[src/rtl/steer_en_sense.sv]
// Rider-presence and steering-enable sensing for the load cells.
// Each side is smoothed by a 4-sample moving average. The smoothed sum is
// compared against a hysteresis band around the minimum rider weight. The
// left/right imbalance is compared against 1/4 and 15/16 of that sum.
// A separate saturating timer is cleared by the steer-enable state machine.
//
// Input handshake: ld_vld is a single-cycle strobe with no back-pressure.
// lft_ld and rght_ld are captured together on every clk edge where ld_vld=1.
// The comparison outputs are registered from the filter state, so a sample
// captured at edge N is reflected after edge N+1. The outputs hold until the
// next strobe.
module steer_en_sense #(
  parameter logic [11:0] MIN_RIDER_WEIGHT = 12'h200,
  parameter logic [11:0] HYSTERESIS       = 12'h040,
  parameter logic [26:0] TMR_CNT          = 27'd65_000_000
) (
  input  logic        clk,
  input  logic        rst,
  input  logic [11:0] lft_ld,
  input  logic [11:0] rght_ld,
  input  logic        ld_vld,
  input  logic        clr_tmr,
  output logic        sum_gt_min,
  output logic        sum_lt_min,
  output logic        diff_gt_1_4,
  output logic        diff_gt_15_16,
  output logic        tmr_full
);

  logic [11:0] hist_l [4];
  logic [11:0] hist_r [4];
  logic [13:0] acc_l, acc_r;
  logic [13:0] acc_l_nxt, acc_r_nxt;
  logic [2:0]  fill;
  logic        filt_rdy;
  logic [11:0] lft_avg, rght_avg;
  logic [12:0] sum;
  logic [11:0] diff;
  logic        gt_min_c, lt_min_c, d14_c, d1516_c;
  logic [26:0] tmr_cnt;

  // The running sum always holds the exact sum of the four history entries.
  // It therefore never exceeds 4*4095, and the 14-bit add/subtract is exact.
  assign acc_l_nxt = acc_l + 14'(lft_ld)  - 14'(hist_l[3]);
  assign acc_r_nxt = acc_r + 14'(rght_ld) - 14'(hist_r[3]);

  // Sample histories, running sums and fill count advance on each strobe.
  always_ff @(posedge clk) begin
    if (rst) begin
      for (int i = 0; i < 4; i++) begin
        hist_l[i] <= '0;
        hist_r[i] <= '0;
      end
      acc_l <= '0;
      acc_r <= '0;
      fill  <= '0;
    end else if (ld_vld) begin
      hist_l[0] <= lft_ld;
      hist_r[0] <= rght_ld;
      for (int i = 1; i < 4; i++) begin
        hist_l[i] <= hist_l[i-1];
        hist_r[i] <= hist_r[i-1];
      end
      acc_l <= acc_l_nxt;
      acc_r <= acc_r_nxt;
      if (fill != 3'd4) fill <= fill + 3'd1;
    end
  end

  assign filt_rdy = (fill == 3'd4);

  // Filtered values and the comparisons on them.
  // The difference tests are carried out at 17 bits so that 15*sum cannot overflow.
  always_comb begin
    lft_avg  = 12'(acc_l >> 2);
    rght_avg = 12'(acc_r >> 2);
    sum      = {1'b0, lft_avg} + {1'b0, rght_avg};
    diff     = (lft_avg >= rght_avg) ? (lft_avg - rght_avg) : (rght_avg - lft_avg);
    gt_min_c = sum > ({1'b0, MIN_RIDER_WEIGHT} + {1'b0, HYSTERESIS});
    lt_min_c = sum < ({1'b0, MIN_RIDER_WEIGHT} - {1'b0, HYSTERESIS});
    d14_c    = {3'b000, diff, 2'b00} > {4'h0, sum};
    d1516_c  = {1'b0, diff, 4'h0} > (({4'h0, sum} << 4) - {4'h0, sum});
  end

  // Registered outputs; until the filter is full they show the rider-off view.
  always_ff @(posedge clk) begin
    if (rst || !filt_rdy) begin
      sum_gt_min    <= 1'b0;
      sum_lt_min    <= 1'b1;
      diff_gt_1_4   <= 1'b0;
      diff_gt_15_16 <= 1'b0;
    end else begin
      sum_gt_min    <= gt_min_c;
      sum_lt_min    <= lt_min_c;
      diff_gt_1_4   <= d14_c;
      diff_gt_15_16 <= d1516_c;
    end
  end

  // Free-running timer that saturates; clearing takes priority over counting.
  always_ff @(posedge clk) begin
    if (rst || clr_tmr) begin
      tmr_cnt <= '0;
    end else if (tmr_cnt != TMR_CNT) begin
      tmr_cnt <= tmr_cnt + 27'd1;
    end
  end

  assign tmr_full = (tmr_cnt == TMR_CNT);

endmodule

[config.mk]
export PLATFORM = sky130hd
export DESIGN_NAME = steer_en_sense
export DESIGN_NICKNAME = d
export VERILOG_FILES = /design/src/rtl/steer_en_sense.sv
export SDC_FILE = /design/constraint.sdc
export NUM_CORES = 1
export LEC_CHECK = 0
export BUFFER_PORTS_ARGS = -buffer_cell sky130_fd_sc_hd__buf_2
export CELL_PAD_IN_SITES_DETAIL_PLACEMENT = 1
export CELL_PAD_IN_SITES_GLOBAL_PLACEMENT = 2
export CORE_MARGIN = 5
export CORE_UTILIZATION = 39
export DETAILED_ROUTE_END_ITERATION = 8
export PLACE_DENSITY_LB_ADDON = 0.1
export SKIP_CTS_REPAIR_TIMING = 1
export SLEW_MARGIN = 10
export SYNTH_ARGS = -nofsm -noshare
export SYNTH_HDL_FRONTEND = slang
export SYNTH_SLANG_ARGS = --single-unit
export TNS_END_PERCENT = 5
[constraint.sdc]
create_clock -name clk -period 5.6 [get_ports clk]
set_input_delay 1.4 -clock clk [delete_from_list [all_inputs] [get_ports clk]]
set_output_delay 1.4 -clock clk [all_outputs]
set_load 0.005 [all_outputs]
### After elaboration in Yosys (flattened, before gate mapping)

Memories as Yosys holds them, arrays and structs flattened.
Cells that the tools add are included.

| word-level totals | value |
|---|---|
| RAM bits | 96 |
| output and inout port bits | 5 |
| memories | 2 |
| bits in registers | 62 |

Memories:

| name | depth | bits a word | rd ports | clocked after Yosys merged registers in | wr ports | RTL line | text |
|---|---|---|---|---|---|---|---|
| hist_l | 4 | 12 | 4 | 0 | 4 | 30 | `logic [11:0] hist_l [4];` |
| hist_r | 4 | 12 | 4 | 0 | 4 | 31 | `logic [11:0] hist_r [4];` |

| cells by class | value |
|---|---|
| magnitude comparators | 5 |
| add/subtract/negate cells | 10 |
| multiplexer cells | 14 |
| reductions and logical operators | 4 |
| bitwise operators | 8 |
| eq/ne operators | 4 |

Operator list:

| cell | number |
|---|---|
| 12-bit two-way mux | 9 |
| 14-bit by 12-bit adder with 14-bit output | 2 |
| 14-bit by 12-bit subtractor with 14-bit output | 2 |
| 27-bit by 1-bit adder with 27-bit output (second input constant) | 1 |
| 27-bit by 26-bit == test with 1-bit output (second input constant) | 1 |
| 27-bit by 26-bit inequality test with 1-bit output (second input constant) | 1 |
| 12-bit subtractor | 2 |
| 16-bit by 17-bit > comparator with 1-bit output | 1 |
| 17-bit by 13-bit subtractor with 17-bit output | 1 |
| 14-bit by 13-bit > comparator with 1-bit output | 1 |
| 12-bit by 12-bit adder with 13-bit output | 1 |
| 13-bit by 10-bit > comparator with 1-bit output (second input constant) | 1 |
| 13-bit by 9-bit less-than comparator with 1-bit output (second input constant) | 1 |
| 12-bit greater-or-equal comparator | 1 |
| 1-bit bitwise OR | 8 |
| 1-bit two-way mux | 5 |
| 3-bit by 1-bit adder with 3-bit output (second input constant) | 1 |
| 3-bit == test (second input constant) | 1 |
| 3-bit inequality test (second input constant) | 1 |
| 1-bit logical OR | 2 |
| 2-bit AND reduction | 1 |
| 1-bit logical NOT | 1 |

### Longest topological paths before layout

Gate-level depths: netlist (run 1).

| logic depth | value |
|---|---|
| depth in word-level cells | 4 |
| mapped depth | 25 |

### Least setup slack after synthesis (run 1)

No wires, ideal clock.

| timing path | value |
|---|---|
| path type | register to register |
| start | register acc_l[3] |
| end | register diff_gt_15_16 |
| path buffers | 0 |
| slack | 0.748 ns |
| setup time | 0.139 ns |
| data arrival time | 4.713 ns |
| cell stages (with the launch flop) | 25 |
| cell sequence | dfxtp_1 -> inv_1 -> fa_1 -> o21bai_1 -> a21oi_1 -> xnor2_1 -> ha_1 -> and3b_1 -> o2111ai_1 -> o311a_1 -> maj3_4 -> o31ai_2 -> a221oi_1 -> a21oi_1 -> xor2_1 -> ha_1 -> a21o_1 -> a21oi_1 -> nor2b_1 -> o21ai_0 -> nand2b_1 -> a211oi_1 -> a211oi_1 -> o41ai_1 -> a311oi_1 |

| between the ends | value |
|---|---|
| word-level cells in the longest chain between the ends | 3 |
| elaborated cells on any way between the ends | 7 |

Ends and longest elaborated chain:

| item | RTL line | text |
|---|---|---|
| start: declaration | 32 | `logic [13:0] acc_l, acc_r;` |
| start signal: assignment | 64 | `acc_l <= acc_l_nxt;` |
| 12-bit by 12-bit adder with 13-bit output, or another cell as far along | 77 | `sum = {1'b0, lft_avg} + {1'b0, rght_avg};` |
| 17-bit by 13-bit subtractor with 17-bit output / 12-bit two-way mux (equally long branches) | 82, 78 |  |
| 16-bit by 17-bit > comparator with 1-bit output * | 82 | `d1516_c = {1'b0, diff, 4'h0} > (({4'h0, sum} << 4) - {4'h0, sum});` |
| end signal: assignment | 91 | `diff_gt_15_16 <= 1'b0;` |
| end signal: assignment | 96 | `diff_gt_15_16 <= d1516_c;` |
| end: declaration | 26 | `output logic diff_gt_15_16,` |

Every way passes the cells marked *; elsewhere a longest branch is shown, timed or not.
A chain may end at the register's enable or synchronous reset.

### Final worst setup path (run 1)

| timing path | value |
|---|---|
| start | register acc_l[7] |
| end | register diff_gt_15_16 |

Same word-level chain as after synthesis.

==> run metrics, run 1 <==
status=complete, no violations; worst endpoint data arrival time=5.42 ns; largest family of logic cells by synthesized area=simple AND/OR/NAND/NOR gates; top-area cell type share of the netlist area=0.2647; post-route DRC violation count=0; Detail Route Antenna Nets=0; die area=31370 µm²; largest area contributor in the netlist=edfxtp_1; synthesized flop and latch total=158; crit-path leading delay family=compound AO/OA/AOI/OAI gates; compound-cell area share of the yosys netlist=0.1363; hpwl dp=19750 µm; syn_area_per_cell=9.680 µm²; register area=4124 µm²; root buf cell=clkbuf_16; First-pass DRT Iterations=4; Mapped Cells=1125; NumNets Final=1306; CTS HTree Levels=4; Hold Crit Class=reg2reg; Seq/Total Area, Yosys=0.3787; number of global-route vias before repair=8239; maxcap violations=0; Critical Path End Type=register; Post-Synth Adder-Cell Area=0.1621; post-synth cell types=92; predominant post-synthesis flop cell=edfxtp_1; die span in y=177.1 µm; DRT iter0 DRCs=330; # fillers=3162; CTS buffer count=17; unrepaired setup endpoints after global routing=false; area delta synth->final=11.23%; vias per inst=5.084; setup TNS=0 ns; clk_lat worst skew=0.43 ns; Synth Warn #=0; ant diodes=0; min Tclk post-route=5.073 ns; syn nets=1276; Worst-path clk slew=0.07 ns; Final Hold Viols=0; CP max FO=20; Post-synth EDFFs=96; Fin Clk Skew=0.01444 ns; area of the multi-input gates=6080 µm²; Max Fclk=197.1 MHz; Req. time, crit path=5.94 ns; Initial Util=0.3931; wire length per cell=17.29 µm; Buffers on Ports=32; simple-gate portion of the synthesized area=0.1720; reg-to-reg slack, setup=0.53 ns; Async S/R FF share, synth=0; Synth area leaders=edfxtp_1 26%, dfxtp_1 11%, ha_1 11%, fa_1 5.0%, inv_1 4.8%; Die Wd=177.1 µm; crit start category=register; Buf/Inv on CP=2; CTS tree=done; commonest non-fill, non-tap cell in the layout=inv_1; Least-Margin Pin Slew=0.8306 ns; initial antenna violation count=0; pin count of the biggest net entering global routing=61; multiplexer share of the synthesized area=0.01838; FP Rows=61; crit path cell chain=inv_1 -> ha_2 -> nor3_2 -> a2111oi_4 -> o2bb2ai_2 -> o21bai_1 -> a21oi_1 -> o21bai_1 -> a21oi_1 -> ha_1 -> inv_1 -> nor3_1 -> a21oi_1 -> xor2_1 -> ha_1 -> and4_1 -> nand3_1 -> o21bai_1 -> a211oi_1 -> o41ai_1 -> a311oi_1; share of cells above drive strength 1=0.1096; dpl ws=0.2460 ns; critical path type=reg2reg; Synth Area in XOR/XNOR=0.06744; first-pass GRT wire length=43990 µm; Synth Cell Area=10890 µm²; core area=27710 µm²; Max Root-Sink Buffers=2; hold_ws=0.4819 ns; final worst setup slack=0.5269 ns; Total GRT Usage=0.1767; number of setup violations in the final report=0; final wirelength=26730 µm; max_slew headroom=0.4411; Top Ports=33; Sink Count=158; slowest stage cell, crit path=ha_2; most frequent cells in the layout=137 x inv_1, 96 x edfxtp_1, 95 x ha_1; Vias=7860; Largest stage delay, worst path=0.57 ns; GP Congestion=0.8049; max-slew violations=0; fin crit share=0.9059; GRT overflow=0
## tightest hold or removal path, delay by kind of cell, from the launching register on
family,cells,cell delay [ns]
AOI/OAI and AO/OA,1,0.05
DFF,1,0.31
and+or+nand+nor,1,0.08
## layer usage
| metal | global-route usage | share of wire | up-vias |
|---|---|---|---|
| met3 | 0.02136 | 0.024 | 17 |
| li1 | - | - | 3925 |
| met4 | 0.04126 | 0.011 | 0 |
| met5 | 0 | 0 | - |
| met2 | 0.2934 | 0.47 | 54 |
| met1 | 0.2476 | 0.50 | 3864 |
## kinds of logic after synthesis
kind of cell,after synthesis
multiplexers,19
adder cells (fa/ha/maj),125
flip-flops,158
buffers and inverters,177
AND/OR/NAND/NOR,363
AO/OA/AOI/OAI,208
XOR/XNOR,75
## synthesized netlist by cell type (4+ instances only)
| cell | count |
|---|---|
| inv_1 | 138 |
| edfxtp_1 | 96 |
| ha_1 | 96 |
| nor2_1 | 85 |
| and2_1 | 77 |
| a21oi_1 | 64 |
| dfxtp_1 | 62 |
| nand2_1 | 55 |
| nor3_1 | 53 |
| o21ai_0 | 44 |
| xnor2_1 | 43 |
| fa_1 | 27 |
| nand3_1 | 25 |
| xor2_1 | 24 |
| clkbuf_1 | 21 |
| mux2i_1 | 14 |
| nor2b_1 | 11 |
| nand2b_1 | 9 |
| o21bai_1 | 9 |
| a211oi_1 | 8 |
| a21o_1 | 8 |
| a31oi_1 | 8 |
| and3_1 | 8 |
| or3_1 | 7 |
| a211o_1 | 6 |
| buf_1 | 6 |
| nand4_1 | 6 |
| xnor2_2 | 6 |
| nand3b_1 | 5 |
| o41ai_1 | 5 |
| mux2_2 | 4 |
## path summary, 6_finish.rpt
path / from / end / cells after the start
max: acc_l[7]$_SDFFE_PP0P_ / diff_gt_15_16$_SDFF_PP0_ / 21
min: acc_r[1]$_SDFFE_PP0P_ / acc_r[1]$_SDFFE_PP0P_ / 2
max reg2reg: acc_l[7]$_SDFFE_PP0P_ / diff_gt_15_16$_SDFF_PP0_ / 21
min reg2reg: acc_r[1]$_SDFFE_PP0P_ / acc_r[1]$_SDFFE_PP0P_ / 2
## stage by stage
step,util,area [µm²],std cells
2_1_floorplan,-,10890,1125
3_3_place_gp,0.4142,11470,1514
3_5_place_dp,0.4142,11470,1514
4_1_cts,0.4367,12100,1546
5_1_grt,0.4372,12110,1546
6_report,0.4372,12110,1546
## final cells by class
| cell class | count | share of cell area |
|---|---|---|
| Clock buffer | 18 | 0.03543 |
| Clock inverter | 14 | 0.01601 |
| Inverter | 142 | 0.04421 |
| Multi-Input combinational cell | 790 | 0.5019 |
| Sequential cell | 158 | 0.3405 |
| Tap cell | 378 | 0.03905 |
| Timing Repair Buffer | 46 | 0.02293 |
## registers in the layout, indices dropped and copies added, names as in the netlist
register / cells
diff_gt_1_4: 1
sum_lt_min: 1
diff_gt_15_16: 1
fill: 3
tmr_cnt: 27
hist_l: 48
hist_r: 48
acc_l: 14
acc_r: 14
sum_gt_min: 1
Power of run 1 is left out: the tool's default activity adds up to more than one toggle a clock period on the data nets, which glitch-free logic cannot reach.
==> run 2, diff against run 1 <==
- CORE_UTILIZATION: 39 -> 41
- MAX_ROUTING_LAYER: not set -> met4
==> run 2 against run 1 <==
Net effect: count of clock-buffer cells in the layout fell by 1; critical path depth rose by 3; via count barely moved; sequential share of layout area rose by 0.24 points; first-iteration DRC count rose by 5.5%; maximum frequency fell by 2.8%.
==> run metrics, run 2 (same netlist as run 1, synthesis figures left out) <==
Hold Crit Class=reg2reg (unchanged); CTS buffer count=17 (unchanged); reg-to-reg endpoint=diff_gt_15_16$_SDFF_PP0_ (unchanged); NumNets Final=1306 (unchanged); final wirelength=26200 µm (was 26730 µm); share of cells above drive strength 1=0.1087 (was 0.1096); CTS HTree Levels=4 (unchanged); final worst setup slack=0.3808 ns (was 0.5269 ns); final core utilization=0.4603 (was 0.4372); DRT iter0 DRCs=348 (was 330); Total GRT Usage=0.1848 (was 0.1767); clk_lat worst skew=0.44 ns (was 0.43 ns); die span in y=173.0 µm (was 177.1 µm); pin count of the biggest net entering global routing=85 (was 61); Req. time, crit path=5.91 ns (was 5.94 ns); Fin Clk Skew=0.01683 ns (was 0.01444 ns); Vias=7854 (was 7860); Max Root-Sink Buffers=2 (unchanged); die area=29920 µm² (was 31370 µm²); Critical Path End Type=register (unchanged); crit-path leading delay family=compound AO/OA/AOI/OAI gates (unchanged); crit start category=register (unchanged); Die Wd=173.0 µm (was 177.1 µm); critical path type=reg2reg (unchanged); Post-Layout Cell Count=1503 (was 1546); max_slew headroom=0.3796 (was 0.4411); Largest stage delay, worst path=0.49 ns (was 0.57 ns); wire length per cell=17.43 µm (was 17.29 µm); FP Rows=59 (was 61); area delta synth->final=10.44% (was 11.23%); GRT overflow=0 (unchanged); CTS tree=done (unchanged); Buf/Inv on CP=1 (was 2); Initial Util=0.4167 (was 0.3931); post-route DRC violation count=0 (unchanged); CP endpoint=diff_gt_15_16$_SDFF_PP0_ (unchanged); Detail Route Antenna Nets=0 (unchanged); critical path depth=24 (was 21); max-slew violations=0 (unchanged); ant diodes=0 (unchanged); worst endpoint data arrival time=5.52 ns (was 5.42 ns); fin area=12030 µm² (was 12110 µm²); most frequent cells in the layout=137 x inv_1, 96 x ha_1, 96 x edfxtp_1 (was 137 x inv_1, 96 x edfxtp_1, 95 x ha_1); reg-to-reg slack, setup=0.38 ns (was 0.53 ns); Top Registers=hist_l (48), hist_r (48), tmr_cnt (27) (unchanged); Buffers on Ports=32 (unchanged); dpl ws=0.1611 ns (was 0.2460 ns); number of setup violations in the final report=0 (unchanged); GP Congestion=0.8116 (was 0.8049); dpl cell area=11420 µm² (was 11470 µm²); status=complete, no violations (unchanged); vias per inst=5.226 (was 5.084); min Tclk post-route=5.219 ns (was 5.073 ns); number of global-route vias before repair=8159 (was 8239); commonest non-fill, non-tap cell in the layout=inv_1 (unchanged); fin crit share=0.9320 (was 0.9059); Worst-path clk slew=0.08 ns (was 0.07 ns); slowest stage cell, crit path=fa_1 (was ha_2); Top Ports=33 (unchanged); First-pass DRT Iterations=4 (unchanged); Final Hold Viols=0 (unchanged); Critical Path Source=acc_l[3]$_SDFFE_PP0P_ (was acc_l[7]$_SDFFE_PP0P_); placed insts=1471 (was 1514); Worst R2R Path Depth=24 (was 21); Sink Count=158 (unchanged); initial antenna violation count=0 (unchanged); root buf cell=clkbuf_16 (unchanged); Least-Margin Pin Slew=0.9221 ns (was 0.8306 ns); CP max FO=5 (was 20); hpwl dp=19400 µm (was 19750 µm); core area=26130 µm² (was 27710 µm²); FF-to-FF Start=acc_l[3]$_SDFFE_PP0P_ (was acc_l[7]$_SDFFE_PP0P_); maxcap violations=0 (unchanged); first-pass GRT wire length=43640 µm (was 43990 µm); crit path cell chain=inv_1 -> fa_1 -> o21bai_2 -> a21oi_1 -> xnor2_1 -> ha_1 -> and3b_1 -> o2111ai_1 -> o311a_1 -> maj3_4 -> o31ai_2 -> a221oi_1 -> a21oi_2 -> xor2_1 -> ha_1 -> a21o_1 -> a21oi_1 -> nor2b_1 -> o21ai_0 -> nand2b_1 -> a211oi_1 -> a211oi_1 -> o41ai_1 -> a311oi_1 (was inv_1 -> ha_2 -> nor3_2 -> a2111oi_4 -> o2bb2ai_2 -> o21bai_1 -> a21oi_1 -> o21bai_1 -> a21oi_1 -> ha_1 -> inv_1 -> nor3_1 -> a21oi_1 -> xor2_1 -> ha_1 -> and4_1 -> nand3_1 -> o21bai_1 -> a211oi_1 -> o41ai_1 -> a311oi_1); Max Fclk=191.6 MHz (was 197.1 MHz)
[run 2: cell types whose count changed in the layout (fill, tap and decap cells not counted), sizes merged]
cell,delta
clkinv,+7
bufinv,-3
inv,-2
clkbuf,-1
clkinvlp,-1
[run 2: worst min path at each step]
stage | endpoint | cells after the start | startpoint
after floorplan | acc_l[1]$_SDFFE_PP0P_ | 2 | acc_l[1]$_SDFFE_PP0P_
final | acc_l[1]$_SDFFE_PP0P_ | 2 | acc_l[1]$_SDFFE_PP0P_
after CTS | acc_l[1]$_SDFFE_PP0P_ | 2 | acc_l[1]$_SDFFE_PP0P_
after detailed placement | acc_l[1]$_SDFFE_PP0P_ | 2 | acc_l[1]$_SDFFE_PP0P_
after global placement | acc_l[1]$_SDFFE_PP0P_ | 2 | acc_l[1]$_SDFFE_PP0P_
after global routing | acc_l[1]$_SDFFE_PP0P_ | 2 | acc_l[1]$_SDFFE_PP0P_
[run 2: worst min-delay path: cells and delay by family, from the launching register on]
kind	cells	cell delay, ns
flops	1	0.32
compound gates	1	0.05
simple gates	1	0.09
[run 2: per-stage QoR]
stage          hold slack [ns]  setup TNS [ns]
4_1_cts                 0.4985               0
3_3_place_gp            0.4718               0
6_report                0.4944               0
3_5_place_dp            0.4857               0
2_1_floorplan           0.4563               0
5_1_grt                 0.5233        -0.01633
[run 2: final cells by class]
type,count,area (µm²)
flip-flops and latches,158,4124
well taps,335,419.2
clock buffers,17,425.4
multi-input cells,790,6072
clock inverters,15,173.9
fillers,3004,14100
repair buffers,46,277.8
inverters,142,535.5
[run 2: layer usage]
metal  part of all wire  track usage
met3              0.013      0.02052
met2               0.48       0.3025
met4              0.012      0.04523
met1               0.50       0.2475
met5                  0            -
Power of run 2 is left out for the same reason.
